$ cat src/rtl/hazard_scoreboard_if.sv
// hazard_scoreboard_if: decode-side bundle for the operand-hazard scoreboard.
// master = decode/pipeline control side, slave = the scoreboard itself.
interface hazard_scoreboard_if #(
  parameter int NSTAGES = 3,
  parameter int NSRC    = 2,
  parameter int SELW    = $clog2(NSTAGES + 1)
);
  logic                   hold;
  logic                   flush;
  logic                   issue_valid;
  logic                   issue_we;
  logic [4:0]             issue_dst;
  logic [SELW-1:0]        issue_lat;
  logic [NSRC*5-1:0]      src_addr;
  logic [NSRC-1:0]        src_used;
  logic                   stall;
  logic [NSRC*SELW-1:0]   fwd_sel;
  logic [SELW-1:0]        inflight;

  modport master (
    output hold, flush, issue_valid, issue_we, issue_dst, issue_lat,
           src_addr, src_used,
    input  stall, fwd_sel, inflight
  );

  modport slave (
    input  hold, flush, issue_valid, issue_we, issue_dst, issue_lat,
           src_addr, src_used,
    output stall, fwd_sel, inflight
  );
endinterface

$ cat src/rtl/hazard_scoreboard.sv
// hazard_scoreboard: tracks in-flight register writes in stages S1..SN after
// decode and gives decode a stall request plus a per-source forward select.
// Build option: SCOREBOARD_FWD_EN enables forwarding; without it the unit is
// a full interlock (any in-flight producer stalls, fwd_sel is always 0).
// The interface instance must be built with the same NSTAGES/NSRC/SELW.
module hazard_scoreboard #(
  parameter int NSTAGES = 3,
  parameter int NSRC    = 2,
  parameter int SELW    = $clog2(NSTAGES + 1)
) (
  input  logic               clk,
  input  logic               rst,
  hazard_scoreboard_if.slave sb
);

  // Slot k (0-based) holds the instruction in stage S(k+1).
  logic [NSTAGES-1:0]   slot_v_r;
  logic [NSTAGES-1:0]   slot_v_nxt_s;
  logic [4:0]           slot_dst_r     [NSTAGES];
  logic [4:0]           slot_dst_nxt_s [NSTAGES];
  logic [SELW-1:0]      inflight_r;

  logic                 new_v_s;
  logic [NSRC-1:0]      src_live_s;
  logic [NSRC-1:0]      src_hit_s;
  logic [NSRC-1:0]      src_stall_s;
  logic                 stall_s;
  logic [NSRC*SELW-1:0] fwd_sel_s;

`ifdef SCOREBOARD_FWD_EN
  localparam logic [SELW-1:0] LAT_MIN = SELW'(1);
  localparam logic [SELW-1:0] LAT_MAX = SELW'(NSTAGES);

  logic [SELW-1:0] slot_lat_r     [NSTAGES];
  logic [SELW-1:0] slot_lat_nxt_s [NSTAGES];
  logic [SELW-1:0] new_lat_s;
  logic [SELW-1:0] src_hit_k_s    [NSRC];
  logic [SELW-1:0] src_hit_lat_s  [NSRC];

  // A latency of 0 means "ALU-like"; anything past the last stage is capped.
  function automatic logic [SELW-1:0] clamp_lat(input logic [SELW-1:0] lat);
    logic [SELW-1:0] res;
    if (lat == {SELW{1'b0}}) begin
      res = LAT_MIN;
    end else if (lat > LAT_MAX) begin
      res = LAT_MAX;
    end else begin
      res = lat;
    end
    return res;
  endfunction

  assign new_lat_s = clamp_lat(sb.issue_lat);
`else
  // Latency only matters when forwarding; interlock stalls on any match.
  logic lat_unused_s;
  assign lat_unused_s = ^sb.issue_lat;
`endif

  // Number of set bits in the slot-valid vector.
  function automatic logic [SELW-1:0] count_valid(input logic [NSTAGES-1:0] v);
    logic [SELW-1:0] cnt;
    cnt = {SELW{1'b0}};
    for (int k = 0; k < NSTAGES; k++) begin
      cnt = cnt + SELW'(v[k]);
    end
    return cnt;
  endfunction

  // Writes to $0 or non-writing instructions never occupy a slot.
  assign new_v_s = sb.issue_valid & sb.issue_we & (sb.issue_dst != 5'd0);

  // Youngest-producer search per source: scan oldest to youngest, last hit wins.
  always_comb begin
    src_live_s = '0;
    src_hit_s  = '0;
    for (int i = 0; i < NSRC; i++) begin
      src_live_s[i] = sb.src_used[i] & (sb.src_addr[5*i +: 5] != 5'd0);
`ifdef SCOREBOARD_FWD_EN
      src_hit_k_s[i]   = {SELW{1'b0}};
      src_hit_lat_s[i] = {SELW{1'b0}};
`endif
      for (int k = NSTAGES - 1; k >= 0; k--) begin
        if (src_live_s[i] && slot_v_r[k] && (slot_dst_r[k] == sb.src_addr[5*i +: 5])) begin
          src_hit_s[i]     = 1'b1;
`ifdef SCOREBOARD_FWD_EN
          src_hit_k_s[i]   = SELW'(k + 1);
          src_hit_lat_s[i] = slot_lat_r[k];
`endif
        end else begin
          src_hit_s[i] = src_hit_s[i];
        end
      end
    end
  end

  // Turn each source match into either a forward select or a stall request.
  always_comb begin
    src_stall_s = '0;
    fwd_sel_s   = '0;
    for (int i = 0; i < NSRC; i++) begin
`ifdef SCOREBOARD_FWD_EN
      if (src_hit_s[i] && (src_hit_k_s[i] < src_hit_lat_s[i])) begin
        src_stall_s[i] = 1'b1;
      end else if (src_hit_s[i]) begin
        fwd_sel_s[i*SELW +: SELW] = src_hit_k_s[i];
      end else begin
        src_stall_s[i] = 1'b0;
      end
`else
      src_stall_s[i] = src_hit_s[i];
`endif
    end
  end

  assign stall_s = sb.issue_valid & (|src_stall_s);

  // Next slot contents: freeze on hold, bubble on flush/stall, else shift in.
  always_comb begin
    slot_v_nxt_s   = slot_v_r;
    slot_dst_nxt_s = slot_dst_r;
`ifdef SCOREBOARD_FWD_EN
    slot_lat_nxt_s = slot_lat_r;
`endif
    if (sb.hold) begin
      if (sb.flush) begin
        slot_v_nxt_s[0] = 1'b0;
      end else begin
        slot_v_nxt_s[0] = slot_v_r[0];
      end
    end else begin
      for (int k = 1; k < NSTAGES; k++) begin
        slot_v_nxt_s[k]   = slot_v_r[k-1];
        slot_dst_nxt_s[k] = slot_dst_r[k-1];
`ifdef SCOREBOARD_FWD_EN
        slot_lat_nxt_s[k] = slot_lat_r[k-1];
`endif
      end
      if (sb.flush || stall_s) begin
        slot_v_nxt_s[0]   = 1'b0;
        slot_dst_nxt_s[0] = 5'd0;
`ifdef SCOREBOARD_FWD_EN
        slot_lat_nxt_s[0] = {SELW{1'b0}};
`endif
      end else begin
        slot_v_nxt_s[0]   = new_v_s;
        slot_dst_nxt_s[0] = sb.issue_dst;
`ifdef SCOREBOARD_FWD_EN
        slot_lat_nxt_s[0] = new_lat_s;
`endif
      end
    end
  end

  // Slot state and occupancy count; reset empties every slot at once.
  always_ff @(posedge clk or negedge rst) begin
    if (!rst) begin
      slot_v_r   <= '0;
      inflight_r <= {SELW{1'b0}};
      for (int k = 0; k < NSTAGES; k++) begin
        slot_dst_r[k] <= 5'd0;
`ifdef SCOREBOARD_FWD_EN
        slot_lat_r[k] <= {SELW{1'b0}};
`endif
      end
    end else begin
      slot_v_r   <= slot_v_nxt_s;
      slot_dst_r <= slot_dst_nxt_s;
`ifdef SCOREBOARD_FWD_EN
      slot_lat_r <= slot_lat_nxt_s;
`endif
      inflight_r <= count_valid(slot_v_nxt_s);
    end
  end

  assign sb.stall    = stall_s;
  assign sb.fwd_sel  = fwd_sel_s;
  assign sb.inflight = inflight_r;

endmodule

$ cat src/flat_wrapper.sv
// flat-port wrapper written by rule: the top's interface ports become plain ports
module hazard_scoreboard_flat 
#(
  parameter int NSTAGES = 3,
  parameter int NSRC    = 2,
  parameter int SELW    = $clog2(NSTAGES + 1)
)
  (clk, rst, sb_hold, sb_flush, sb_issue_valid, sb_issue_we, sb_issue_dst, sb_issue_lat, sb_src_addr, sb_src_used, sb_stall, sb_fwd_sel, sb_inflight);
  hazard_scoreboard_if #(.NSTAGES(NSTAGES), .NSRC(NSRC), .SELW(SELW)) sb_i ();
  input  logic clk;
  input  logic rst;
  input wire logic [$bits(sb_i.hold)-1:0] sb_hold;
  input wire logic [$bits(sb_i.flush)-1:0] sb_flush;
  input wire logic [$bits(sb_i.issue_valid)-1:0] sb_issue_valid;
  input wire logic [$bits(sb_i.issue_we)-1:0] sb_issue_we;
  input wire logic [$bits(sb_i.issue_dst)-1:0] sb_issue_dst;
  input wire logic [$bits(sb_i.issue_lat)-1:0] sb_issue_lat;
  input wire logic [$bits(sb_i.src_addr)-1:0] sb_src_addr;
  input wire logic [$bits(sb_i.src_used)-1:0] sb_src_used;
  output wire logic [$bits(sb_i.stall)-1:0] sb_stall;
  output wire logic [$bits(sb_i.fwd_sel)-1:0] sb_fwd_sel;
  output wire logic [$bits(sb_i.inflight)-1:0] sb_inflight;
  assign sb_i.hold = sb_hold;
  assign sb_i.flush = sb_flush;
  assign sb_i.issue_valid = sb_issue_valid;
  assign sb_i.issue_we = sb_issue_we;
  assign sb_i.issue_dst = sb_issue_dst;
  assign sb_i.issue_lat = sb_issue_lat;
  assign sb_i.src_addr = sb_src_addr;
  assign sb_i.src_used = sb_src_used;
  assign sb_stall = sb_i.stall;
  assign sb_fwd_sel = sb_i.fwd_sel;
  assign sb_inflight = sb_i.inflight;
  hazard_scoreboard #(.NSTAGES(NSTAGES), .NSRC(NSRC), .SELW(SELW)) u_core (.clk(clk), .rst(rst), .sb(sb_i));
endmodule
$ cat config.mk
export PLATFORM = sky130hd
export DESIGN_NAME = hazard_scoreboard_flat
export DESIGN_NICKNAME = d
export VERILOG_FILES = /design/src/rtl/hazard_scoreboard_if.sv /design/src/rtl/hazard_scoreboard.sv /design/src/flat_wrapper.sv
export SDC_FILE = /design/constraint.sdc
export NUM_CORES = 1
export LEC_CHECK = 0
export ABC_AREA = 1
export CAP_MARGIN = 20
export CORE_MARGIN = 1
export CORE_UTILIZATION = 50
export CTS_CLUSTER_SIZE = 16
export DETAILED_ROUTE_END_ITERATION = 8
export PLACE_DENSITY = 0.8
export SYNTH_ARGS = -nofsm -noshare
export SYNTH_HDL_FRONTEND = slang
export SYNTH_SLANG_ARGS = --single-unit
$ cat constraint.sdc
create_clock -name clk -period 2.35 [get_ports clk]
set_input_delay 0.235 -clock clk [delete_from_list [all_inputs] [get_ports clk]]
set_output_delay 0.235 -clock clk [all_outputs]
set_load 0.1 [all_outputs]
==> metrics.md, run 1 <==
| Metric | Value |
|---|---|
| Cells after synthesis | `237` |
| Clk pwr share | `28.9%` |
| Root Buffer | `clkbuf_4` |
| Final worst setup slack | `0.204 ns` |
| Die width | `54.9 um` |
| Sw frac | `34.9%` |
| Combinational share of power | `29.8%` |
| Via count | `1,474` |
| Power per Cell Area | `573 mW/mm2` |
| Setup TNS | `0 ns` |
| CTS tree | `built` |
| Pre-CTS WS | `0.0997 ns` |
| Die Height | `54.9 um` |
| Hold buffer count at CTS | `0` |
| H-tree Lvls | `1` |
| Max IR drop VDD | `0.000485 V` |
| Yosys top cell by area | `dfrtp_1` |
| All-layer global routing usage | `25.2%` |
| Worst path required time | `2.12 ns` |
| Netlist area before placement | `0.00140 mm2` |
| RSZ-0062 raised after global routing | `false` |
| Yosys Warn Count | `0` |
| Reg2reg path depth | `12` |
| Met3 wire length | `212 um` |
| Area occupied by multi-input gates | `732 um2` |
| Endpoint class of the critical path | `output pin` |
| Final hold vios | `0` |
| Status | `finished clean` |
| Antenna cells | `0` |
| Reg power frac | `41.3%` |
| Initial antenna violation count | `0` |
| Critical path class | `flop to output pin` |
| Metal2 WL | `1600 um` |
| Startpoint types | `flop` |
| Post-layout nets | `292` |
| Min cycle time layout | `2.15 ns` |
| Clock Latency Late Sink | `0.31 ns` |
| Max-Cap Viols | `0` |
| Avg Synthesized Cell Area | `5.91 um2` |
| Final Cycle Share | `91.3%` |
| # IOs | `32` |
| Core area | `0.00257 mm2` |
| Vias in the first global route | `1,287` |
| Proportion of layout cells with a drive suffix above 1 | `7.92%` |
| Switching pwr | `0.348 mW` |
| Seq. cell area | `500 um2` |
| Clock Path Buffers | `2` |
| Fmax | `0.466 GHz` |
| Sequential element share of the synthesized area | `35.7%` |
| Total CTS buffers | `3` |
| Synth area leaders | `dfrtp_1 36%, nand2_1 27%, nor2_1 8.0%` |
| Clock Sinks | `20` |
| Max layer used | `met4` |
| M1 WL | `1430 um` |
| Internal | `0.650 mW` |
| Max FO, Critical Path | `6` |
| Post CTS Setup Buffer Count | `0` |
| DRT Wirelength | `3290 um` |
| Die area | `0.00302 mm2` |
| Antenna viol nets, final | `0` |
| Routed wire per std cell | `11.1 um` |
| CP arrival | `1.91 ns` |
| Vias per cell | `5.00` |
| Initial Util | `54.6%` |
| Worst Hold Class | `primary input to async pin` |
| Cts repair resizes | `0` |
| Initial DRC count | `52` |
| FP Rows | `18` |
| Grt ovf | `0` |
| Largest net degree at the start of global routing | `21` |
| FF+latch count, synth | `20` |
| Drt pass-1 iters | `4` |
| Clock transition at path regs | `0.12 ns` |
| Top cell type's share of synthesized area | `35.7%` |
| HPWL after DPL | `2600 um` |
| Lkg Pwr | `0.964 nW` |
| Max-slew violations | `0` |
| First-pass GRT wire length | `5310 um` |
| Number of distinct library cells after synthesis | `16` |
| I/O Buffers | `25` |
| DRC viols | `0` |
| Clock Skew | `0.00657 ns` |
| Fill count | `256` |
| Area grow syn2layout | `24.4%` |
| Setup violators final | `0` |
| Routability cong. | `0.917` |
==> cells in the mapped netlist (all sizes together) <==
| master | count |
|---|---|
| a21oi | 1 |
| nand4 | 3 |
| inv | 36 |
| nand3 | 15 |
| dfrtp | 20 |
| o21ai | 18 |
| fa | 1 |
| nor2 | 31 |
| buf | 4 |
| nand2 | 103 |
| clkbuf | 4 |
| conb | 1 |
==> area by class of cell <==
type | instances | share of cell area (%)
clock buffers | 3 | 1.29
well taps | 30 | 2.15
inverters | 36 | 7.75
clock inverters | 1 | 1.72
repair buffers | 29 | 16.4
multi-input cells | 176 | 42.0
flip-flops and latches | 20 | 28.7
==> critical path, stage by stage (launching register included) <==
cell and delay [ns]:
dfrtp_1 0.43, inv_1 0.10, nand2_1 0.07, o21ai_0 0.10
nor2_1 0.12, nand3_1 0.08, nand3_1 0.07, nand2_1 0.06
nand2_1 0.09, nand2_2 0.05, buf_4 0.15, inv_1 0.09
buf_12 0.18
==> power groups by stage <==
| stage | clock network (mW) | registers, mW | logic (mW) |
|---|---|---|---|
| final | 0.288 | 0.412 | 0.297 |
| after global routing | 0.302 | 0.417 | 0.331 |
| after CTS | 0.290 | 0.412 | 0.298 |
| after detailed placement | 0 | 0.419 | 0.295 |
| after global placement | 0 | 0.418 | 0.290 |
| after floorplan | 0 | 0.449 | 0.166 |
==> worst paths after layout <==
check / slack, ns / from / endpoint
hold / removal: 0.24 / rst / u_core.slot_dst_r[1]
hold reg to reg: 0.51 / u_core.slot_dst_r[4] / u_core.slot_dst_r[4]
setup reg to reg: 0.42 / u_core.slot_dst_r[8] / u_core.sb.inflight[0]
max in group asynchronous: 1.89 / rst / u_core.slot_dst_r[13]
setup / recovery: 0.20 / u_core.slot_dst_r[8] / sb_stall
min in group clk: 0.51 / u_core.slot_dst_r[4] / u_core.slot_dst_r[4]
==> registers in the layout (all words and copies together), names as in the netlist <==
name	cells
u_core.slot_v_r	3
u_core.sb.inflight	2
u_core.slot_dst_r	15
==> kinds of logic (layout without fill, tap and decap cells) <==
| group | after synthesis | after routing | share of synthesized area, % |
|---|---|---|---|
| other | 1 | 4 | 0.268 |
| AND/OR/NAND/NOR | 152 | 152 | 42.9 |
| flip-flops | 20 | 20 | 35.7 |
| AO/OA/AOI/OAI | 19 | 19 | 6.78 |
| adder cells (fa/ha/maj) | 1 | 1 | 1.43 |
| buffers and inverters | 44 | 69 | 12.9 |
==> metrics by stage <==
step,util (%),instances,cell area [um2],total power [mW],hold slack (ns)
4_1_cts,67.9,295,1740,0.999,0.253
3_3_place_gp,65.8,291,1690,0.708,0.466
2_1_floorplan,-,240,1410,0.615,-0.0606
3_5_place_dp,65.8,291,1690,0.714,0.482
5_1_grt,67.9,295,1740,1.05,0.275
6_report,67.9,295,1740,0.998,0.237
==> layout by cell type, fill, tap and decap left out <==
cell type	synthesis	routed
fa_1	1	1
inv_2	8	8
dfrtp_1	20	20
inv_1	28	28
conb_1	1	4
clkdlybuf4s50_1	0	22
clkbuf_4	0	3
buf_12	0	1
o21ai_1	1	1
o21ai_0	17	17
nor2_2	1	1
nand3_1	15	15
nand4_1	3	3
nand2_2	1	1
nand2_1	102	102
buf_4	4	6
a21oi_1	1	1
bufinv_16	0	1
nor2_1	30	30
==> routing by layer <==
metal | vias up | global-route usage, %
met5 | - | 0
met4 | 0 | 6.25
met3 | 6 | 5.46
met2 | 59 | 44.0
met1 | 647 | 31.4
li1 | 762 | -
No activity file was read; power rests on OpenSTA's default activity.
==> run 2: changes to the inputs <==
--- a/config.mk
+++ b/config.mk
@@ -12,6 +12,7 @@
 export CTS_CLUSTER_SIZE = 16
 export DETAILED_ROUTE_END_ITERATION = 8
 export PLACE_DENSITY = 0.8
+export SETUP_SLACK_MARGIN = 0.1
 export SYNTH_ARGS = -nofsm -noshare
 export SYNTH_HDL_FRONTEND = slang
 export SYNTH_SLANG_ARGS = --single-unit
==> run 2 against run 1 <==
Effect of this change: final cell count rose by 0.68%; largest cell class unchanged; via count rose by 1.6%; fmax rose by 2.3%; power rose by 0.64%; clock skew barely moved; largest power group unchanged; critical path depth rose by 1.
==> metrics.md, run 2 (same netlist as run 1, synthesis figures left out) <==
| Metric | Value |
|---|---|
| Fmax | `0.477 GHz (+2.3%)` |
| Drt pass-1 iters | `4 (unchanged)` |
| Final core utilization | `69.1% (+1.2 points)` |
| Total CTS buffers | `3 (unchanged)` |
| Setup TNS | `0 ns (unchanged)` |
| Fill count | `249 (-2.7%)` |
| Sw frac | `34.9% (+0.039 points)` |
| Worst Hold Class | `primary input to async pin` |
| Reg2reg path depth | `12 (unchanged)` |
| HPWL after DPL | `2600 um (unchanged)` |
| Critical path class | `primary input to output pin` |
| Cell Count, Final, Fillers Out | `297 (+0.68%)` |
| Vias in the first global route | `1,287 (unchanged)` |
| Seq. cell area | `500 um2 (unchanged)` |
| DRC viols | `0 (unchanged)` |
| Lkg Pwr | `1.01 nW (+4.5%)` |
| CTS tree | `built` |
| Clock transition at path regs | `0.12 ns (about the same)` |
| Largest reg by FF count | `u_core.slot_dst_r` |
| Initial Util | `54.6% (unchanged)` |
| Combinational share of power | `30.4% (+0.6 points)` |
| Reg-to-reg endpoint | `u_core.sb.inflight[0]` |
| Commonest non-fill, non-tap cell in the layout | `nand2_1` |
| Hold buffer count at CTS | `0 (unchanged)` |
| Internal | `0.654 mW (+0.58%)` |
| I/O Buffers | `25 (unchanged)` |
| Antenna viol nets, final | `0 (unchanged)` |
| Switching pwr | `0.351 mW (+0.75%)` |
| Startpoint types | `primary input` |
| Post-layout nets | `294 (+0.68%)` |
| Max FO, Critical Path | `6 (unchanged)` |
| Max IR drop VDD | `0.000489 V (+0.73%)` |
| Placement Cell Area | `0.00169 mm2 (unchanged)` |
| Max reg flops | `15 (unchanged)` |
| Root Buffer | `clkbuf_4` |
| Final Cycle Share | `89.3% (-2.1 points)` |
| Worst path required time | `2.12 ns (about the same)` |
| RSZ-0062 raised after global routing | `false` |
| Setup violators final | `0 (unchanged)` |
| Clock Path Buffers | `2 (unchanged)` |
| Routed wire per std cell | `11.3 um (+1.4%)` |
| Vias per cell | `5.04 (+0.94%)` |
| Power per Cell Area | `566 mW/mm2 (-1.1%)` |
| Area occupied by multi-input gates | `737 um2 (+0.68%)` |
| Post-Layout Inst Area | `0.00177 mm2 (+1.7%)` |
| Largest net degree at the start of global routing | `21 (unchanged)` |
| # IOs | `32 (unchanged)` |
| Status | `finished clean` |
| Max-slew violations | `0 (unchanged)` |
| Grt ovf | `0 (unchanged)` |
| Final hold vios | `0 (unchanged)` |
| FF-to-FF Start | `u_core.slot_dst_r[8]` |
| Initial antenna violation count | `0 (unchanged)` |
| All-layer global routing usage | `25.2% (unchanged)` |
| Die width | `54.9 um (unchanged)` |
| First-pass GRT wire length | `5310 um (unchanged)` |
| Via count | `1,498 (+1.6%)` |
| Clock Latency Late Sink | `0.31 ns (about the same)` |
| FP Rows | `18 (unchanged)` |
| Routability cong. | `0.917 (unchanged)` |
| DRT Wirelength | `3350 um (+2.1%)` |
| Endpoint class of the critical path | `output pin` |
| Clock Sinks | `20 (unchanged)` |
| Clk pwr share | `28.6% (-0.3 points)` |
| CP arrival | `1.86 ns (-0.05 ns)` |
| Antenna cells | `0 (unchanged)` |
| Reg power frac | `41.0% (-0.3 points)` |
| Area grow syn2layout | `26.5%` |
| Placed Cells | `291 (unchanged)` |
| H-tree Lvls | `1 (unchanged)` |
| Min cycle time layout | `2.10 ns (-0.0484 ns)` |
| Reg2Reg Setup Slack | `0.44 ns (+0.02 ns)` |
| Die area | `0.00302 mm2 (unchanged)` |
| Core area | `0.00257 mm2 (unchanged)` |
| Die Height | `54.9 um (unchanged)` |
| Max-Cap Viols | `0 (unchanged)` |
| Proportion of layout cells with a drive suffix above 1 | `10.1% (+2.2 points)` |
| Clock Skew | `0.00657 ns (+0.00000222 ns)` |
| Initial DRC count | `52 (unchanged)` |
| Commonest cells after routing, fill and taps aside | `102 x nand2_1, 28 x nor2_1, 26 x inv_1` |
## run 2: metal layers
| layer | share of wire [%] | GRT usage, % |
|---|---|---|
| met4 | 1.8 | 6.25 |
| met5 | 0 | 0 |
| met3 | 7.2 | 5.46 |
| met2 | 49 | 44.0 |
| met1 | 42 | 31.4 |
## run 2: layout make-up
type	instances	area share (%)
Multi-Input combinational cell	176	41.6
Sequential cell	20	28.2
Timing Repair Buffer	31	17.5
Inverter	36	7.62
Tap cell	30	2.12
Clock inverter	1	1.69
Clock buffer	3	1.27
## run 2: what timing repair did
| action | 4_1_cts | 5_1_grt |
|---|---|---|
| setup buffers | 0 | 2 |
| endpoints found under the setup margin | 0 | 1 |
| gates resized for setup | 0 | 8 |
## run 2: power by group through the flow
stage               logic (mW)  clock network [mW]  registers [mW]
detailed placement       0.295                   0           0.419
CTS                      0.298               0.290           0.412
global route             0.338               0.302           0.417
global placement         0.290                   0           0.418
finish                   0.305               0.287           0.412
floorplan                0.166                   0           0.449
## run 2: worst max path at each step
| stage | start | end | slack (ns) | depth (start not counted) |
|---|---|---|---|---|
| 6_report | sb_src_addr[2] | sb_stall | 0.25 | 13 |
| 3_3_place_gp | sb_src_addr[5] | u_core.sb.inflight[0] | 0.11 | 13 |
| 2_1_floorplan | u_core.slot_dst_r[12] | sb_stall | 0.59 | 10 |
| 4_1_cts | sb_src_addr[5] | sb_stall | 0.21 | 13 |
| 3_5_place_dp | sb_src_addr[5] | u_core.sb.inflight[0] | 0.1 | 13 |
| 5_1_grt | u_core.slot_dst_r[2] | sb_stall | 0.1 | 12 |
## run 2: critical path, stage by stage
cell and delay (ns):
clkdlybuf4s50_1 0.53, inv_2 0.08, nand2_1 0.06, nand2_1 0.08, nor2_2 0.12, nand3_1 0.10
nand3_1 0.09, nand2_1 0.05, nand2_1 0.08, nand2_2 0.05, buf_4 0.15, inv_2 0.07
buf_12 0.17
## run 2: metrics by stage
stage	hold slack, ns	setup slack [ns]	power [mW]
floorplan	-0.0606	0.585	0.615
global placement	0.466	0.105	0.708
detailed placement	0.482	0.0997	0.714
CTS	0.253	0.210	0.999
global route	0.275	0.0999	1.06
finish	0.237	0.252	1.00
